### config.mk
export PLATFORM = sky130hd
export DESIGN_NAME = sisc_ctrl_flat
export DESIGN_NICKNAME = d
export VERILOG_FILES = /design/src/rtl/sisc_pkg.sv /design/src/rtl/sisc_ctrl_if.sv /design/src/rtl/sisc_ctrl_decode.sv /design/src/rtl/sisc_ctrl.sv /design/src/flat_wrapper.sv
export SDC_FILE = /design/constraint.sdc
export NUM_CORES = 1
export LEC_CHECK = 0
export BUFFER_PORTS_ARGS = -buffer_cell sky130_fd_sc_hd__buf_2
export CORE_UTILIZATION = 40
export CTS_CLUSTER_SIZE = 25
export DETAILED_ROUTE_END_ITERATION = 16
export PLACE_DENSITY = 0.67
export SYNTH_ARGS = -nofsm -noshare
export SYNTH_HDL_FRONTEND = slang
export SYNTH_SLANG_ARGS = --single-unit
### constraint.sdc
create_clock -name clk -period 1.74 [get_ports clk]
set_clock_uncertainty 0.15 [all_clocks]
set_input_delay 0.174 -clock clk [delete_from_list [all_inputs] [get_ports clk]]
set_output_delay 0.174 -clock clk [all_outputs]
set_load 0.01 [all_outputs]
### src/rtl/sisc_pkg.sv
// Shared definitions for the SISC control slice: FSM states, opcodes,
// ALU mode codes and ALU function codes.
package sisc_pkg;

  typedef enum logic [2:0] {
    S_START0    = 3'd0,
    S_START1    = 3'd1,
    S_FETCH     = 3'd2,
    S_DECODE    = 3'd3,
    S_EXECUTE   = 3'd4,
    S_MEM       = 3'd5,
    S_WRITEBACK = 3'd6,
    S_HALT      = 3'd7
  } state_t;

  localparam logic [3:0] OP_NOP    = 4'b0000;
  localparam logic [3:0] OP_ALU_RR = 4'b0001;
  localparam logic [3:0] OP_ALU_RI = 4'b0010;
  localparam logic [3:0] OP_ADDI   = 4'b0011;
  localparam logic [3:0] OP_SUBI   = 4'b0100;
  localparam logic [3:0] OP_INC    = 4'b0101;
  localparam logic [3:0] OP_DEC    = 4'b0110;
  localparam logic [3:0] OP_MOV    = 4'b0111;
  localparam logic [3:0] OP_HLT    = 4'b1111;

  localparam logic [2:0] MODE_RR   = 3'b000;
  localparam logic [2:0] MODE_RI   = 3'b001;
  localparam logic [2:0] MODE_ADDI = 3'b010;
  localparam logic [2:0] MODE_SUBI = 3'b011;
  localparam logic [2:0] MODE_INC  = 3'b100;
  localparam logic [2:0] MODE_DEC  = 3'b101;
  localparam logic [2:0] MODE_MOV  = 3'b110;
  localparam logic [2:0] MODE_RSVD = 3'b111;

  localparam logic [3:0] FN_NONE = 4'b0000;
  localparam logic [3:0] FN_ADD  = 4'b0001;
  localparam logic [3:0] FN_SUB  = 4'b0010;

endpackage

### src/rtl/sisc_ctrl_if.sv
// Control-unit bus: IR fields and fetch handshake in, datapath controls out.
interface sisc_ctrl_if;
  logic [3:0] opcode;
  logic [3:0] mm;
  logic       imem_rdy;
  logic       ir_load;
  logic       pc_inc;
  logic [3:0] alu_op;
  logic [3:0] funct;
  logic       rf_we;
  logic       halted;

  modport master (
    input  opcode, mm, imem_rdy,
    output ir_load, pc_inc, alu_op, funct, rf_we, halted
  );

  modport slave (
    output opcode, mm, imem_rdy,
    input  ir_load, pc_inc, alu_op, funct, rf_we, halted
  );
endinterface

### src/rtl/sisc_ctrl_decode.sv
// Combinational opcode decode; opcodes 1000-1110 fall through as NOP.
module sisc_ctrl_decode
  import sisc_pkg::*;
(
  input  logic [3:0] opcode,
  input  logic [3:0] mm,
  output logic [2:0] alu_mode,
  output logic [3:0] funct,
  output logic       stat_upd,
  output logic       writes_rf,
  output logic       is_halt
);

  always_comb begin
    alu_mode  = MODE_RR;
    funct     = FN_NONE;
    stat_upd  = 1'b0;
    writes_rf = 1'b0;
    is_halt   = 1'b0;
    case (opcode)
      OP_ALU_RR: begin alu_mode = MODE_RR;   funct = mm; stat_upd = 1'b1; writes_rf = 1'b1; end
      OP_ALU_RI: begin alu_mode = MODE_RI;   funct = mm; stat_upd = 1'b1; writes_rf = 1'b1; end
      OP_ADDI:   begin alu_mode = MODE_ADDI; stat_upd = 1'b1; writes_rf = 1'b1; end
      OP_SUBI:   begin alu_mode = MODE_SUBI; stat_upd = 1'b1; writes_rf = 1'b1; end
      OP_INC:    begin alu_mode = MODE_INC;  stat_upd = 1'b1; writes_rf = 1'b1; end
      OP_DEC:    begin alu_mode = MODE_DEC;  stat_upd = 1'b1; writes_rf = 1'b1; end
      OP_MOV:    begin alu_mode = MODE_MOV;  writes_rf = 1'b1; end
      OP_HLT:    is_halt = 1'b1;
      default:   ;
    endcase
  end

endmodule

### src/rtl/sisc_ctrl.sv
// SISC multi-cycle control FSM: START -> FETCH -> DECODE -> EXECUTE -> MEM ->
// WRITEBACK, with an absorbing HALT. IR load / PC increment follow imem_rdy.
module sisc_ctrl
  import sisc_pkg::*;
#(
  parameter int unsigned START_CYCLES = 2
) (
  input  logic           clk,
  input  logic           rst_f,
  sisc_ctrl_if.master    bus
);

  state_t     state;
  logic [2:0] dec_mode;
  logic [3:0] dec_funct;
  logic       dec_stat;
  logic       dec_wr;
  logic       dec_halt;
  logic [3:0] alu_op_q;
  logic [3:0] funct_q;
  logic       rf_we_q;
  logic       halted_q;
  logic       fetch_go;

  sisc_ctrl_decode u_decode (
    .opcode    (bus.opcode),
    .mm        (bus.mm),
    .alu_mode  (dec_mode),
    .funct     (dec_funct),
    .stat_upd  (dec_stat),
    .writes_rf (dec_wr),
    .is_halt   (dec_halt)
  );

  assign fetch_go    = (state == S_FETCH) && bus.imem_rdy;
  assign bus.ir_load = fetch_go;
  assign bus.pc_inc  = fetch_go;
  assign bus.alu_op  = alu_op_q;
  assign bus.funct   = funct_q;
  assign bus.rf_we   = rf_we_q;
  assign bus.halted  = halted_q;

  // Outputs are registered one state ahead: each branch loads the values
  // the next state must present, so they are Moore-clean with no decode glitches.
  always_ff @(posedge clk or negedge rst_f) begin
    if (!rst_f) begin
      state    <= S_START0;
      alu_op_q <= '0;
      funct_q  <= '0;
      rf_we_q  <= 1'b0;
      halted_q <= 1'b0;
    end else begin
      alu_op_q <= '0;
      funct_q  <= '0;
      rf_we_q  <= 1'b0;
      halted_q <= 1'b0;
      case (state)
        S_START0: begin
          if (START_CYCLES == 1) state <= S_FETCH;
          else                   state <= S_START1;
        end
        S_START1: state <= S_FETCH;
        S_FETCH: begin
          if (bus.imem_rdy) state <= S_DECODE;
        end
        S_DECODE: begin
          if (dec_halt) begin
            state    <= S_HALT;
            halted_q <= 1'b1;
          end else begin
            state    <= S_EXECUTE;
            alu_op_q <= {dec_mode, dec_stat};
            funct_q  <= dec_funct;
          end
        end
        S_EXECUTE: begin
          state    <= S_MEM;
          alu_op_q <= {alu_op_q[3:1], 1'b0};
          funct_q  <= funct_q;
        end
        S_MEM: begin
          state    <= S_WRITEBACK;
          alu_op_q <= alu_op_q;
          funct_q  <= funct_q;
          rf_we_q  <= dec_wr;
        end
        S_WRITEBACK: state <= S_FETCH;
        S_HALT: begin
          state    <= S_HALT;
          halted_q <= 1'b1;
        end
        default: state <= S_START0;
      endcase
    end
  end

endmodule
### src/flat_wrapper.sv
// flat-port wrapper written by rule: the top's interface ports become plain ports
module sisc_ctrl_flat import sisc_pkg::*;
#(
  parameter int unsigned START_CYCLES = 2
)
  (clk, rst_f, bus_opcode, bus_mm, bus_imem_rdy, bus_ir_load, bus_pc_inc, bus_alu_op, bus_funct, bus_rf_we, bus_halted);
  sisc_ctrl_if bus_i ();
  input  logic clk;
  input  logic rst_f;
  input wire logic [$bits(bus_i.opcode)-1:0] bus_opcode;
  input wire logic [$bits(bus_i.mm)-1:0] bus_mm;
  input wire logic [$bits(bus_i.imem_rdy)-1:0] bus_imem_rdy;
  output wire logic [$bits(bus_i.ir_load)-1:0] bus_ir_load;
  output wire logic [$bits(bus_i.pc_inc)-1:0] bus_pc_inc;
  output wire logic [$bits(bus_i.alu_op)-1:0] bus_alu_op;
  output wire logic [$bits(bus_i.funct)-1:0] bus_funct;
  output wire logic [$bits(bus_i.rf_we)-1:0] bus_rf_we;
  output wire logic [$bits(bus_i.halted)-1:0] bus_halted;
  assign bus_i.opcode = bus_opcode;
  assign bus_i.mm = bus_mm;
  assign bus_i.imem_rdy = bus_imem_rdy;
  assign bus_ir_load = bus_i.ir_load;
  assign bus_pc_inc = bus_i.pc_inc;
  assign bus_alu_op = bus_i.alu_op;
  assign bus_funct = bus_i.funct;
  assign bus_rf_we = bus_i.rf_we;
  assign bus_halted = bus_i.halted;
  sisc_ctrl #(.START_CYCLES(START_CYCLES)) u_core (.clk(clk), .rst_f(rst_f), .bus(bus_i));
endmodule
==> out/metrics.cfg <==
[run_status]
status = finished clean

[die]
coreArea_sq_um = 1350
die_w_microns = 40.59
initial_utilization = 0.4411
rows = 13
dieHeight_microns = 40.59
die_area_sq_um = 1647
boundaryPins = 23

[pwr]
p_leak_nw = 0.3927
combPwrFrac = 0.311
clkPwrFrac = 0.201
p_per_area_nw_per_um2 = 1122
netSwitchingFraction = 0.3270
p_switching_uw = 286.4
vdd.ir_drop.worst_uv = 777.5
p_int_uw = 589.4
p_seq_frac = 0.488

[synthesis]
yosysTopAreaCellShare = 0.5462
synth.avg_cell_area_sq_um = 11.24
ys_ff_latch = 13
synth_area_sq_um = 595.6
ys_types = 23
synth_area_leaders = dfrtp_1, a32o_1, o31ai_2, buf_2, o21ai_0
synth_edf_count = 0
yosys_warnings = 0
syn_inst = 53
yosysTopAreaCell = dfrtp_1
ys_seq_area_frac = 0.5462
synth_nets = 64
synth_commonest_cells = dfrtp_1, a32o_1, nand2_1
yosys_most_used_dff = dfrtp_1
async_flop_share = 1.000
yosysMostFrequentCell = dfrtp_1

[placement]
dp_slack_ns = 0.3580
port_buffers = 22
post_dp_cell_area_sq_um = 694.4
dpl.hpwl_microns = 779.4
place_congestion = 0.7062

[timing]
hold_viol_final = 0
worst_pin_slew_ns = 0.2971
setup_viol = 0
max_freq_mhz = 634.9
fin_ws_ns = 0.1649
period_share = 0.9052
min_period_ns = 1.575
rsz0062_at_grt = false
drv_slew = 0
setup-tns-final_ns = 0
relSlewSlack = 0.8004

[clock_tree]
cts.sinks = 13
clock-root-buffer = clkbuf_4
cts.clk_slew.worst_paths_ns = 0.07
cts_buffers = 3
clk_path_buf_depth = 2
cts_resized = 0
cts_tree = yes
clock_latency_ns = 0.27
cts_max_level = 1

[hold_path]
hold_path.class = input port to flip-flop

[grt]
grt_max_degree = 14
grt_overflow = 0
track_usage = 0.1611
grt_pass1_vias = 403
grt_pass1_wl_microns = 1704
antenna_found_initial = 0

[critical_path]
critPathMaxFanout = 5
cp_cell_sequence = nand2b_1 > nor3b_1 > buf_2
criticalPathCategory = flip-flop to output port
path_buf_inv = 1
cp_top_family = flip-flops
cp_data_required_time_ns = 1.42
max_stage_delay_ns = 0.42
startpoint_type = flip-flop
end_kind = output port
arrival_ns = 1.25
critPathSlowestCell = dfrtp_1

[detailed_routing]
viasPerCell = 5.032
routedWlPerCell_microns = 10.68
wirelength_microns = 1015
drtAntennaViolNets = 0
first_pass_iters = 4
drc = 0
initialDrtViolationCount = 4
num_vias = 478

[job]
maxCapViolCount = 0

[final_layout]
diodes = 0
final_area_sq_um = 780.7
nets = 92
drive_gt1_frac = 0.4125
area_growth_pct = 31.09

==> cell families after synthesis <==
family	after synthesis	synth area share
compound gates	14	0.1933
simple gates	20	0.1954
flops	13	0.5462
buf+inv	5	0.05041
xor+xnor	1	0.01471
==> path summary, 6_finish.rpt <==
| check | from | end | slack, ns | cells past startpoint |
|---|---|---|---|---|
| setup / recovery | flip-flop | bus_pc_inc | 0.16 | 3 |
| hold / removal | bus_opcode[0] | u_core.bus.alu_op[1] | 0.03 | 2 |
| setup reg to reg | u_core.state[0] | u_core.bus.alu_op[0] | 0.35 | 3 |
| hold reg to reg | u_core.bus.alu_op[1] | u_core.bus.alu_op[1] | 0.33 | 2 |
| max in group asynchronous | rst_f | u_core.bus.funct[0] | 1.06 | 2 |
| min in group asynchronous | rst_f | u_core.state[0] | 0.16 | 2 |
==> power groups by stage <==
stage / logic (mW) / clock network (mW) / registers (mW)
floorplan: 0.221 / 0 / 0.420
global route: 0.312 / 0.205 / 0.440
CTS: 0.279 / 0.185 / 0.429
global placement: 0.266 / 0 / 0.432
finish: 0.273 / 0.176 / 0.427
detailed placement: 0.268 / 0 / 0.435
==> per-stage QoR <==
| stage | util | power (mW) | instances | hold slack [ns] |
|---|---|---|---|---|
| 6_report | 0.5783 | 0.8758 | 95 | 0.03447 |
| 4_1_cts | 0.5783 | 0.8927 | 95 | 0.02827 |
| 2_1_floorplan | - | 0.6412 | 53 | -0.2716 |
| 3_5_place_dp | 0.5144 | 0.7029 | 85 | -0.07615 |
| 3_3_place_gp | 0.5144 | 0.6981 | 85 | -0.07527 |
| 5_1_grt | 0.5783 | 0.9576 | 95 | 0.04698 |
==> sequential cells by signal, indices dropped and copies added (netlist names), named ones only <==
register	count
u_core.bus.rf_we	1
u_core.bus.alu_op	4
u_core.state	2
u_core.bus.halted	1
u_core.bus.funct	4
==> final cells by class <==
cell class              instances  area (sq um)
clock buffers                   4         26.28
repair buffers                 28         170.2
multi-input cells              35         240.2
well taps                      15         18.77
flip-flops and latches         13         325.3
fillers                       117         569.3
==> repair_timing <==
item / in CTS / in global routing
endpoints found under the hold margin: 18 / 0
hold buffers: 6 / 0
buffers inserted: 0 / 0
==> routing by layer <==
layer | track usage | part of all wire | up-vias
met5 | 0 | 0 | -
met4 | 0.02500 | 0 | 0
met3 | 0.08333 | 0.050 | 0
met2 | 0.2341 | 0.45 | 16
met1 | 0.2160 | 0.49 | 219
li1 | - | - | 243
==> placed cells by master (no fill, tap or decap), types with 2 or more instances in the layout <==
master	n
nor3b_1	2
nor3_1	2
nor2_1	3
o21ai_0	3
nand3_1	2
a21oi_1	2
o31ai_2	2
clkbuf_4	3
nand2_1	4
buf_2	22
a32o_1	4
dfrtp_1	13
dlygate4sd3_1	6
Power figures use the tool's default switching activity.
